## config.mk

```make
export PLATFORM = sky130hd
export DESIGN_NAME = stack_datapath_p
export DESIGN_NICKNAME = d
export VERILOG_FILES = /design/src/rtl/stack_datapath_p.sv
export SDC_FILE = /design/constraint.sdc
export NUM_CORES = 1
export LEC_CHECK = 0
export CAP_MARGIN = 20
export CORE_MARGIN = 2
export CORE_UTILIZATION = 64
export CTS_BUF_LIST = sky130_fd_sc_hd__clkbuf_16
export CTS_CLUSTER_SIZE = 10
export DETAILED_ROUTE_END_ITERATION = 6
export PLACE_DENSITY_LB_ADDON = 0.3
export SYNTH_ARGS = -nofsm -noshare
export SYNTH_HDL_FRONTEND = slang
export SYNTH_SLANG_ARGS = --single-unit
```

## constraint.sdc

```tcl
create_clock -name clk -period 10.1 [get_ports clk]
set_input_delay 2.02 -clock clk [delete_from_list [all_inputs] [get_ports clk]]
set_output_delay 2.02 -clock clk [all_outputs]
set_load 0.01 [all_outputs]
```

## src/rtl/stack_datapath_p.sv

```systemverilog
// Stacking-game datapath with its own sequencer: sweeps the active block,
// resolves drops against the block below, and tracks score, chances and level.
module stack_datapath_p #(
    parameter int X_W       = 8,
    parameter int Y_W       = 7,
    parameter int SCREEN_W  = 160,
    parameter int BLOCK_W0  = 40,
    parameter int BASE_Y    = 116,
    parameter int ROW_H     = 4,
    parameter int N_ROWS    = 20,
    parameter int CHANCES   = 10,
    parameter int SCORE_W   = 8,
    parameter int TICK_BASE = 500000,
    parameter int TICK_DEC  = 25000,
    parameter int LEVEL_MAX = 15
) (
    input  logic               clk,
    input  logic               resetn,
    input  logic               start,
    input  logic               drop,
    output logic [X_W-1:0]     x_pos,
    output logic [X_W-1:0]     width,
    output logic [Y_W-1:0]     y_pos,
    output logic [X_W-1:0]     prev_x,
    output logic [X_W-1:0]     prev_width,
    output logic               moving,
    output logic               placed,
    output logic               hit,
    output logic [3:0]         chances,
    output logic [SCORE_W-1:0] score,
    output logic [3:0]         level,
    output logic               game_over,
    output logic               win
);

    localparam int CNT_W = $clog2(TICK_BASE + 1);
    localparam int ROW_W = $clog2(N_ROWS + 1);

    typedef enum logic [2:0] {IDLE, MOVE, RESOLVE, OVER, WIN} state_t;

    state_t             state_q;
    logic [X_W-1:0]     x_q, w_q, px_q, pw_q;
    logic [Y_W-1:0]     y_q;
    logic               dir_q;
    logic [CNT_W-1:0]   cnt_q;
    logic [3:0]         chances_q, level_q;
    logic [SCORE_W-1:0] score_q;
    logic [ROW_W-1:0]   rows_q;
    logic               placed_q, hit_q, over_q, win_q;

    logic [31:0]        period;
    logic               tick, start_ok, is_hit, exact;
    logic [X_W:0]       x_end, p_end, hi;
    logic [X_W-1:0]     lo, ovl;
    logic [SCORE_W:0]   score_sum;
    logic [SCORE_W-1:0] score_d, score_q4;
    logic [3:0]         level_d, chances_d;
    logic [ROW_W-1:0]   rows_d;

    always_comb begin
        period    = 32'(TICK_BASE) - 32'(level_q) * 32'(TICK_DEC);
        tick      = (32'(cnt_q) == period - 32'd1);
        start_ok  = start && (state_q == IDLE || state_q == OVER ||
                              state_q == WIN);
        x_end     = {1'b0, x_q} + {1'b0, w_q};
        p_end     = {1'b0, px_q} + {1'b0, pw_q};
        lo        = (x_q > px_q) ? x_q : px_q;
        hi        = (x_end < p_end) ? x_end : p_end;
        is_hit    = hi > {1'b0, lo};
        ovl       = X_W'(hi - {1'b0, lo});
        exact     = (x_q == px_q) && (w_q == pw_q);
        score_sum = {1'b0, score_q} + (exact ? (SCORE_W+1)'(2) : (SCORE_W+1)'(1));
        score_d   = score_sum[SCORE_W] ? '1 : score_sum[SCORE_W-1:0];
        score_q4  = score_d >> 2;
        level_d   = (score_q4 > SCORE_W'(LEVEL_MAX)) ? 4'(LEVEL_MAX)
                                                     : score_q4[3:0];
        chances_d = (chances_q == 4'd0) ? 4'd0 : chances_q - 4'd1;
        rows_d    = rows_q + 1'b1;
    end

    always_ff @(posedge clk) begin
        if (!resetn || start_ok) begin
            // Start from a terminal/idle state reuses the reset image.
            state_q   <= resetn ? MOVE : IDLE;
            x_q       <= '0;
            w_q       <= X_W'(BLOCK_W0);
            y_q       <= Y_W'(BASE_Y);
            px_q      <= X_W'((SCREEN_W - BLOCK_W0) / 2);
            pw_q      <= X_W'(BLOCK_W0);
            dir_q     <= 1'b1;
            cnt_q     <= '0;
            chances_q <= 4'(CHANCES);
            score_q   <= '0;
            level_q   <= '0;
            rows_q    <= '0;
            placed_q  <= 1'b0;
            hit_q     <= 1'b0;
            over_q    <= 1'b0;
            win_q     <= 1'b0;
        end else begin
            placed_q <= 1'b0;
            hit_q    <= 1'b0;
            unique case (state_q)
                MOVE: begin
                    if (drop) begin
                        state_q <= RESOLVE;
                        cnt_q   <= '0;
                    end else if (tick) begin
                        cnt_q <= '0;
                        if (dir_q) begin
                            if (x_end == (X_W+1)'(SCREEN_W)) begin
                                dir_q <= 1'b0;
                                x_q   <= x_q - 1'b1;
                            end else begin
                                x_q <= x_q + 1'b1;
                            end
                        end else begin
                            if (x_q == '0) begin
                                dir_q <= 1'b1;
                                x_q   <= x_q + 1'b1;
                            end else begin
                                x_q <= x_q - 1'b1;
                            end
                        end
                    end else begin
                        cnt_q <= cnt_q + 1'b1;
                    end
                end
                RESOLVE: begin
                    placed_q <= 1'b1;
                    hit_q    <= is_hit;
                    x_q      <= '0;
                    dir_q    <= 1'b1;
                    cnt_q    <= '0;
                    if (is_hit) begin
                        px_q    <= lo;
                        pw_q    <= ovl;
                        w_q     <= ovl;
                        score_q <= score_d;
                        level_q <= level_d;
                        y_q     <= y_q - Y_W'(ROW_H);
                        rows_q  <= rows_d;
                        if (rows_d == ROW_W'(N_ROWS)) begin
                            state_q <= WIN;
                            win_q   <= 1'b1;
                        end else begin
                            state_q <= MOVE;
                        end
                    end else begin
                        chances_q <= chances_d;
                        if (chances_d == 4'd0) begin
                            state_q <= OVER;
                            over_q  <= 1'b1;
                        end else begin
                            state_q <= MOVE;
                        end
                    end
                end
                default: ;
            endcase
        end
    end

    assign x_pos      = x_q;
    assign width      = w_q;
    assign y_pos      = y_q;
    assign prev_x     = px_q;
    assign prev_width = pw_q;
    assign moving     = (state_q == MOVE);
    assign placed     = placed_q;
    assign hit        = hit_q;
    assign chances    = chances_q;
    assign score      = score_q;
    assign level      = level_q;
    assign game_over  = over_q;
    assign win        = win_q;

endmodule
```

==> qor.yml <==
sta:
  tightest_slew_ps: 1110
  relSlewSlack: 0.244
  max_freq_mhz: 130
  hold_viol_final: 0
  finalWorstSetupSlack_ps: 2390
  period_share: 0.764
  rsz0062_at_grt: "no"
  tns_ps: 0
  setup_violations: 0
  fin_skew_ps: 9.64
  fin_crit_ps: 7710
  whs_ps: 482
  maxSlewViolCount: 0
clock_tree:
  cts_setup_buffers: 0
  clk_pin_slew_worst_paths_ps: 70
  cts_resized: 0
  cts-buffers-inserted: 9
  cts_root_buf: "clkbuf_16"
  htree_levels: 3
  cts_tree: "built"
  clk_path_buf_depth: 2
  clk_latency_ps: 340
  holdBufCountCts: 0
  clock-sinks: 77
setup_path:
  crit_family: "compound AO/OA/AOI/OAI gates"
  crit_path_end_kind: "flop"
  cp-start-kind: "flop"
  worst_path_most_repeated_cell: "o21ai_0"
  cpMaxStageDelayCell: "a21oi_1"
  worst-endpoint-required_ps: 10330
  crit_buf_inv: 2
  cpPeakStageDelay_ps: 680
  critPathKind: "flop to flop"
  crit_fanout: 50
  cp.arrival_ps: 7940
grt:
  grt_max_degree: 51
  grt_pass1_wl_mm: 28.8
  grt_pass1_vias: 6155
  antenna_found_initial: 0
  grt_overflow: 0
  grtUsageTotal: 0.305
hold_path:
  hold_path_class: "flop to flop"
power:
  powerDensity_nw_per_um2: 208
  vdd_drop_max_uv: 194
  power.total_w: 0.00164
  leakage_nw: 3.46
floorplanning:
  dieArea_um2: 11700
  core_area_um2: 10700
  start_util: 0.649
  rows: 38
  io_pins: 64
  dieWidth_um: 108
  fp.dieH_um: 108
synthesis:
  synth_area_um2: 6970
  yosys-top-cells-area: "dfxtp_1 (21%), ha_1 (12%), xnor2_1 (4.9%)"
  async_flop_share: 0
  yosys_warnings: 0
  yosysTopAreaCellShare: 0.212
  yosysTopAreaCell: "dfxtp_1"
  seq_area_frac_synth: 0.225
  ys_ff_latch: 77
  synth_flop_cell: "dfxtp_1"
  synth.distinct_cells: 83
  synth_edf_count: 3
  syn_inst: 866
  avgSynthCellArea_um2: 8.05
placement:
  place_area_um2: 7560
  routabilityCongestion: 0.999
  pre_cts_ws_ps: 2740
  portBuffers: 61
  dp.final_hpwl_mm: 13.2
detailed_routing:
  drtIter0Drc: 433
  firstDrtPassIters: 5
  num_vias: 6616
  drc: 0
  finalWirelength_mm: 17.7
  wl_per_cell_um: 17.1
  antenna_left: 0
  via_per_inst: 6.36
layout:
  nets: 971
  diodes: 0
  final_common_cell: "dfxtp_1"
  layout_common_cells: "dfxtp_1 (74), ha_1 (68), nor2_1 (67)"
  syn2layout_area_growth_pct: 13.0
  design_area_um2: 7880
  final_layout_size_suffix_gt1_frac: 0.0567
status:
  status: "finished clean"
job:
  cap_violations: 0
## through the flow
step | util | instances
after detailed placement | 0.704 | 1024
after global placement | 0.703 | 1023
final | 0.734 | 1040
after global routing | 0.734 | 1040
after CTS | 0.734 | 1040
after floorplan | - | 867
## cells by family after synthesis
logic type               after synthesis  share of synthesized area
buffers and inverters                 87                     0.0572
flip-flops                            77                      0.225
adder cells (fa/ha/maj)               72                      0.133
other                                  1                   0.000538
XOR/XNOR                              62                     0.0890
multiplexers                          11                     0.0161
AO/OA/AOI/OAI                        255                      0.247
AND/OR/NAND/NOR                      301                      0.232
## final cells by class
| type | count | area (um^2) |
|---|---|---|
| Clock inverter | 7 | 97.6 |
| Inverter | 39 | 146 |
| Timing Repair Buffer | 65 | 637 |
| Multi-Input combinational cell | 703 | 5030 |
| Tap cell | 140 | 175 |
| Fill cell | 837 | 2860 |
| Clock buffer | 9 | 225 |
| Sequential cell | 77 | 1570 |
## path summary, 6_finish.rpt
path | from | endpoint | slack (ps) | cells after the start
setup / recovery | x_pos[0]$_SDFFE_PP0P_ | score[7]$_SDFFE_PP0P_ | 2390 | 28
hold / removal | rows_q[4]$_SDFFE_PP0P_ | rows_q[4]$_SDFFE_PP0P_ | 480 | 2
setup reg to reg | x_pos[0]$_SDFFE_PP0P_ | score[7]$_SDFFE_PP0P_ | 2390 | 28
hold reg to reg | rows_q[4]$_SDFFE_PP0P_ | rows_q[4]$_SDFFE_PP0P_ | 480 | 2
## Yosys cell counts (4+ instances only)
cell / count
and3_1: 30
a21o_1: 29
nor4_1: 4
clkbuf_1: 28
xnor3_1: 4
nand2b_1: 12
o211ai_1: 5
nor2b_1: 12
dfxtp_1: 74
a31o_2: 4
o21bai_1: 8
o22ai_1: 6
xor2_1: 16
o21a_1: 9
buf_2: 4
inv_1: 39
nand3_1: 29
o21ai_0: 48
mux2i_1: 9
and4_1: 7
nor2_1: 67
xnor2_1: 39
ha_1: 68
a21oi_1: 54
buf_4: 14
or2_2: 4
nor3_1: 35
nor3b_1: 17
fa_1: 4
a31oi_1: 14
nand2_1: 48
a211oi_1: 17
nand4_1: 7
nand3b_1: 5
o21ai_1: 16
## worst register-to-register path: cells and delay by family, from the launching register on
| family | cells | cell delay (ps) |
|---|---|---|
| buffers and inverters | 2 | 680 |
| AO/OA/AOI/OAI | 18 | 4470 |
| flip-flops | 1 | 410 |
| AND/OR/NAND/NOR | 3 | 430 |
| adder cells (fa/ha/maj) | 4 | 1380 |
| XOR/XNOR | 1 | 230 |
## sequential cells by signal (all words and copies together) (netlist names)
name        flops
dir_q           1
win             1
prev_x          8
x_pos           8
placed          1
level           4
y_pos           5
score           8
game_over       1
state_q         3
chances         4
rows_q          5
hit             1
cnt_q          19
prev_width      8
## per-layer routing
metal,vias to the layer above,track usage,part of all wire,wire (um)
li1,3229,-,-,-
met1,3138,0.364,0.41,7320
met2,203,0.544,0.51,9000
met3,46,0.0591,0.058,1030
met4,0,0.111,0.022,388
met5,-,0,0,0
## power breakdown
part,switching (W),internal [W],total (W)
Clock,0.000133,0.000217,0.000350
Combinational,0.000561,0.000351,0.000912
Sequential,0.0000423,0.000336,0.000378
Total,0.000736,0.000903,0.00164
Power figures use the tool's default switching activity.
==> RTL edit 1, RTL diff (config.mk and constraints unchanged) <==
Encoding of `state_t`: now Gray code (3 bits for 5 states).
--- a/src/rtl/stack_datapath_p.sv
+++ b/src/rtl/stack_datapath_p.sv
@@ -38,3 +38,3 @@
 
-    typedef enum logic [2:0] {IDLE, MOVE, RESOLVE, OVER, WIN} state_t;
+    typedef enum logic [2:0] {IDLE = 3'b000, MOVE = 3'b001, RESOLVE = 3'b011, OVER = 3'b010, WIN = 3'b110} state_t;
 
Check against the original RTL: no difference found for any inputs over 10 cycles, from zero or initial values; not proved beyond that.
==> RTL edit 1 against the original RTL <==
Non-clock buffer count down 1. Sequential share of layout area is 0.33 points lower. Critical path depth fell by 3. Global-route usage increased by 3.8 points. Wire length up 10%. Sequential cell count stayed put. Worst hold slack worse by 0.011 ns. Maximum frequency rose by 16%. Area after synthesis increased by 1.8%. Clock skew down 0.0034 ns. Design area rose by 1.7%. Setup slack better by 1.1 ns. Largest cell class unchanged. Highest routed layer unchanged.
Power is not compared: it rests on default switching activity, and its combinational part moved more than twofold at a synthesized area within 25%.
==> RTL edit 1: results (changes against the original RTL) <==
worst hold start=win$_SDFFE_PP0P_; RR Endpoint=prev_x[0]$_SDFFE_PP0P_; flop and latch count out of synthesis=77 (unchanged); worst-margin pin slew=1.097 ns (-0.008602 ns); commonest cells in the netlist=76 x nand2_1, 74 x dfxtp_1, 69 x ha_1; buffering overhead=0.07898 (-0.001805); status=finished clean; R2R depth=25 (-11%); Synth async-reset ratio=0 (unchanged); GR Util met3=0.05513 (-0.003944); Synth area leaders=dfxtp_1 21%, ha_1 12%, xnor2_1 4.9%; clk buf depth=2 (unchanged); Netlist cell types=80 (-3.6%); Crit-path slowest cell=o31ai_4; first-pass GRT wire length=32330 microns (+12%); final WL=19560 microns (+10%); total number of vias=6929 (+4.7%); total negative slack=0 ns (unchanged); Buffers excl. clock=64 (-1.5%); met1 Track Usage GR=0.3968 (+0.03311); skew final=0.006231 ns (-0.003410 ns); Post-Place Cells=1054 (+2.9%); Clock Tree Root=clkbuf_16; fillcell total=845 (+0.96%); nets=1002 (+3.2%); post-synthesis sequential area ratio=0.2214 (-0.003932); synth warn=0 (unchanged); PortBufs=61 (unchanged); post_cts resized=0 (unchanged); clk cell area share=0.03964 (-0.001302); CP Max Fanout=21 (-58%); met2 GRT Util=0.6109 (+0.06689); number of non-clock inverters in the layout=45 (+15%); Avg WL per Cell=18.28 microns (+7.1%); Leakage=0.003371 uW; Worst Hold Depth=1 (-1); largest net degree at the start of global routing=43 (-16%); drt first pass iters=5 (unchanged); Setup Buffers After CTS=0 (unchanged); Detailed Place HPWL=14580 microns (+10%); fraction of area in registers=0.1960 (-0.003298); layout cells sized above 1=0.03871 (-0.01796); Hold EP=win$_SDFFE_PP0P_; CP top delay family=compound AO/OA/AOI/OAI gates; gr usage total=0.3430 (+0.03770); vias in the first global route=6722 (+9.2%); antenna violations before repair=0 (unchanged); clk_buf instances=9 (unchanged); Reg with most FFs=cnt_q; DR iter-0 viols=559 (+29%); placer congestion estimate=0.9804 (-1.9%); multi-input gate share of total cell area=0.6424 (+0.004269); number of synthesized flops with an enable pin=3 (unchanged); R2R setup slack=3.46 ns (+1.07 ns); final hold slack=0.4713 ns (-0.01063 ns); CP arrival=6.88 ns (-1.06 ns); peak supply drop=0.1249 mV; syn avg cell area=7.904 sq um (-1.9%); Multi-In Gates=728 (+3.6%); Hold Path Class=flop to flop
## RTL edit 1: cell count changes in the layout (fill, tap and decap cells not counted), moves of 10 or more
cell	change
nand2_1	+28
nor3b_1	-16
mux2i_1	+13
a21o_1	-10
nand3_1	+11
o21ai_1	-13
or3_1	+13
## RTL edit 1: report_power, final
part           switching, uW  internal (uW)  total (uW)
sequential              19.7            317         337
clock                    134            215         350
combinational            252            176         428
## RTL edit 1: logic make-up after synthesis
group	after synthesis	share of synthesized area
buffers and inverters	94	0.05711
AO/OA/AOI/OAI	248	0.2392
adder cells (fa/ha/maj)	73	0.1329
other	1	0.0005283
multiplexers	26	0.03896
XOR/XNOR	60	0.08109
AND/OR/NAND/NOR	319	0.2288
flip-flops	77	0.2214
## RTL edit 1: metal layers
| layer | vias to the layer above | part of all wire |
|---|---|---|
| met5 | - | 0 |
| met4 | 0 | 0.048 |
| met3 | 76 | 0.052 |
| met2 | 275 | 0.50 |
| met1 | 3225 | 0.40 |
| li1 | 3353 | - |
## RTL edit 1: stage by stage
step	util	setup slack (ns)	instance area, sq um
2_1_floorplan	-	4.463	7102
6_report	0.7395	3.458	8016
3_5_place_dp	0.7102	3.597	7699
4_1_cts	0.7395	3.559	8016
5_1_grt	0.7395	2.776	8016
3_3_place_gp	0.7102	4.055	7699
## RTL edit 1: worst max path at each step
| stage | endpoint | slack, ns |
|---|---|---|
| after floorplan | score[3]$_SDFFE_PP0P_ | 4.46 |
| after global placement | prev_x[0]$_SDFFE_PP0P_ | 4.06 |
| after detailed placement | prev_x[0]$_SDFFE_PP0P_ | 3.60 |
| after CTS | prev_x[0]$_SDFFE_PP0P_ | 3.56 |
| after global routing | prev_x[0]$_SDFFE_PP0P_ | 2.78 |
| final | prev_x[0]$_SDFFE_PP0P_ | 3.46 |
==> RTL edit 2, RTL diff (same settings) <==
Without the edit above. Change the parameter `N_ROWS` from 20 to 40.
--- a/src/rtl/stack_datapath_p.sv
+++ b/src/rtl/stack_datapath_p.sv
@@ -9,3 +9,3 @@
     parameter int ROW_H     = 4,
-    parameter int N_ROWS    = 20,
+    parameter int N_ROWS    = 40,
     parameter int CHANCES   = 10,
Function: same outputs for any inputs over 10 cycles, from zero or initial values; that may be too few to reach the edited logic, so the function may still have changed.
==> RTL edit 2 against the original RTL <==
Power fell by 11%. Non-clock buffer count rose by 2. Maximum frequency rose by 14%. Sequential cell count rose by 1. Sequential power barely moved. Wire length rose by 6.1%. Design area rose by 4.9%. Area after synthesis rose by 6.3%. Setup slack improved by 0.93 ns. Clock power fell by 4%. First-iteration DRC count rose by 43%. Critical path type unchanged. Critical endpoint is now chances[0]$_SDFFE_PP0P_. Highest routed layer unchanged.
==> RTL edit 2: results (changes against the original RTL) <==
NetSw=631.7 uW (-14%); clk cell area share=0.03660 (-0.004346); drt first pass iters=7 (+2); adder-cell share of the synthesized area=0.1307 (-0.002800); total number of vias=7018 (+6.1%); multi-input gate share of total cell area=0.6497 (+0.01158); fin area=8273 sq um (+4.9%); post-synthesis sequential area ratio=0.2148 (-0.01058); vias in the first global route=6666 (+8.3%); first-pass GRT wire length=31760 microns (+10%); commonest cells in the netlist=75 x dfxtp_1, 71 x ha_1, 66 x nand2_1, 66 x nor2_1, 49 x a21oi_1; gr usage total=0.3048 (-0.0004353); CP Max Fanout=12 (-76%); delay of the slowest critical-path stage=0.91 ns (+0.23 ns); met1 Track Usage GR=0.3778 (+0.01406); status=finished clean; number of non-clock inverters in the layout=45 (+15%); largest net degree at the start of global routing=41 (-20%); chip width=111.6 microns (+3.0%); Post-Place Cells=1072 (+4.7%); Post-Synth XOR/XNOR Area=0.08459 (-0.004399); footprint of the flip-flops and latches=1592 sq um (+1.3%); DRT met1 WL=7862 microns (+7.4%); fillcell total=916 (+9.4%); Crit-path slowest cell=nor4_1
[RTL edit 2: cell types whose count changed in the layout (fill, tap and decap cells not counted), sizes merged, moves of 6 or more]
cell   change
nand2     +18
a21oi      -6
nor3b     -16
o21ai     -16
nand3      +9
a31oi     +13
nand4      +6
a41oi      +7
o21a       +6
a21o      -16
xor2       +6
inv        +9
[RTL edit 2: worst paths after layout]
kind / startpoint / to / slack [ns] / cells after the start
setup / recovery: x_pos[1]$_SDFFE_PP0P_ / chances[0]$_SDFFE_PP0P_ / 3.32 / 25
hold / removal: game_over$_SDFFE_PP0P_ / game_over$_SDFFE_PP0P_ / 0.48 / 2
setup reg to reg: x_pos[1]$_SDFFE_PP0P_ / chances[0]$_SDFFE_PP0P_ / 3.32 / 25
hold reg to reg: game_over$_SDFFE_PP0P_ / game_over$_SDFFE_PP0P_ / 0.48 / 2
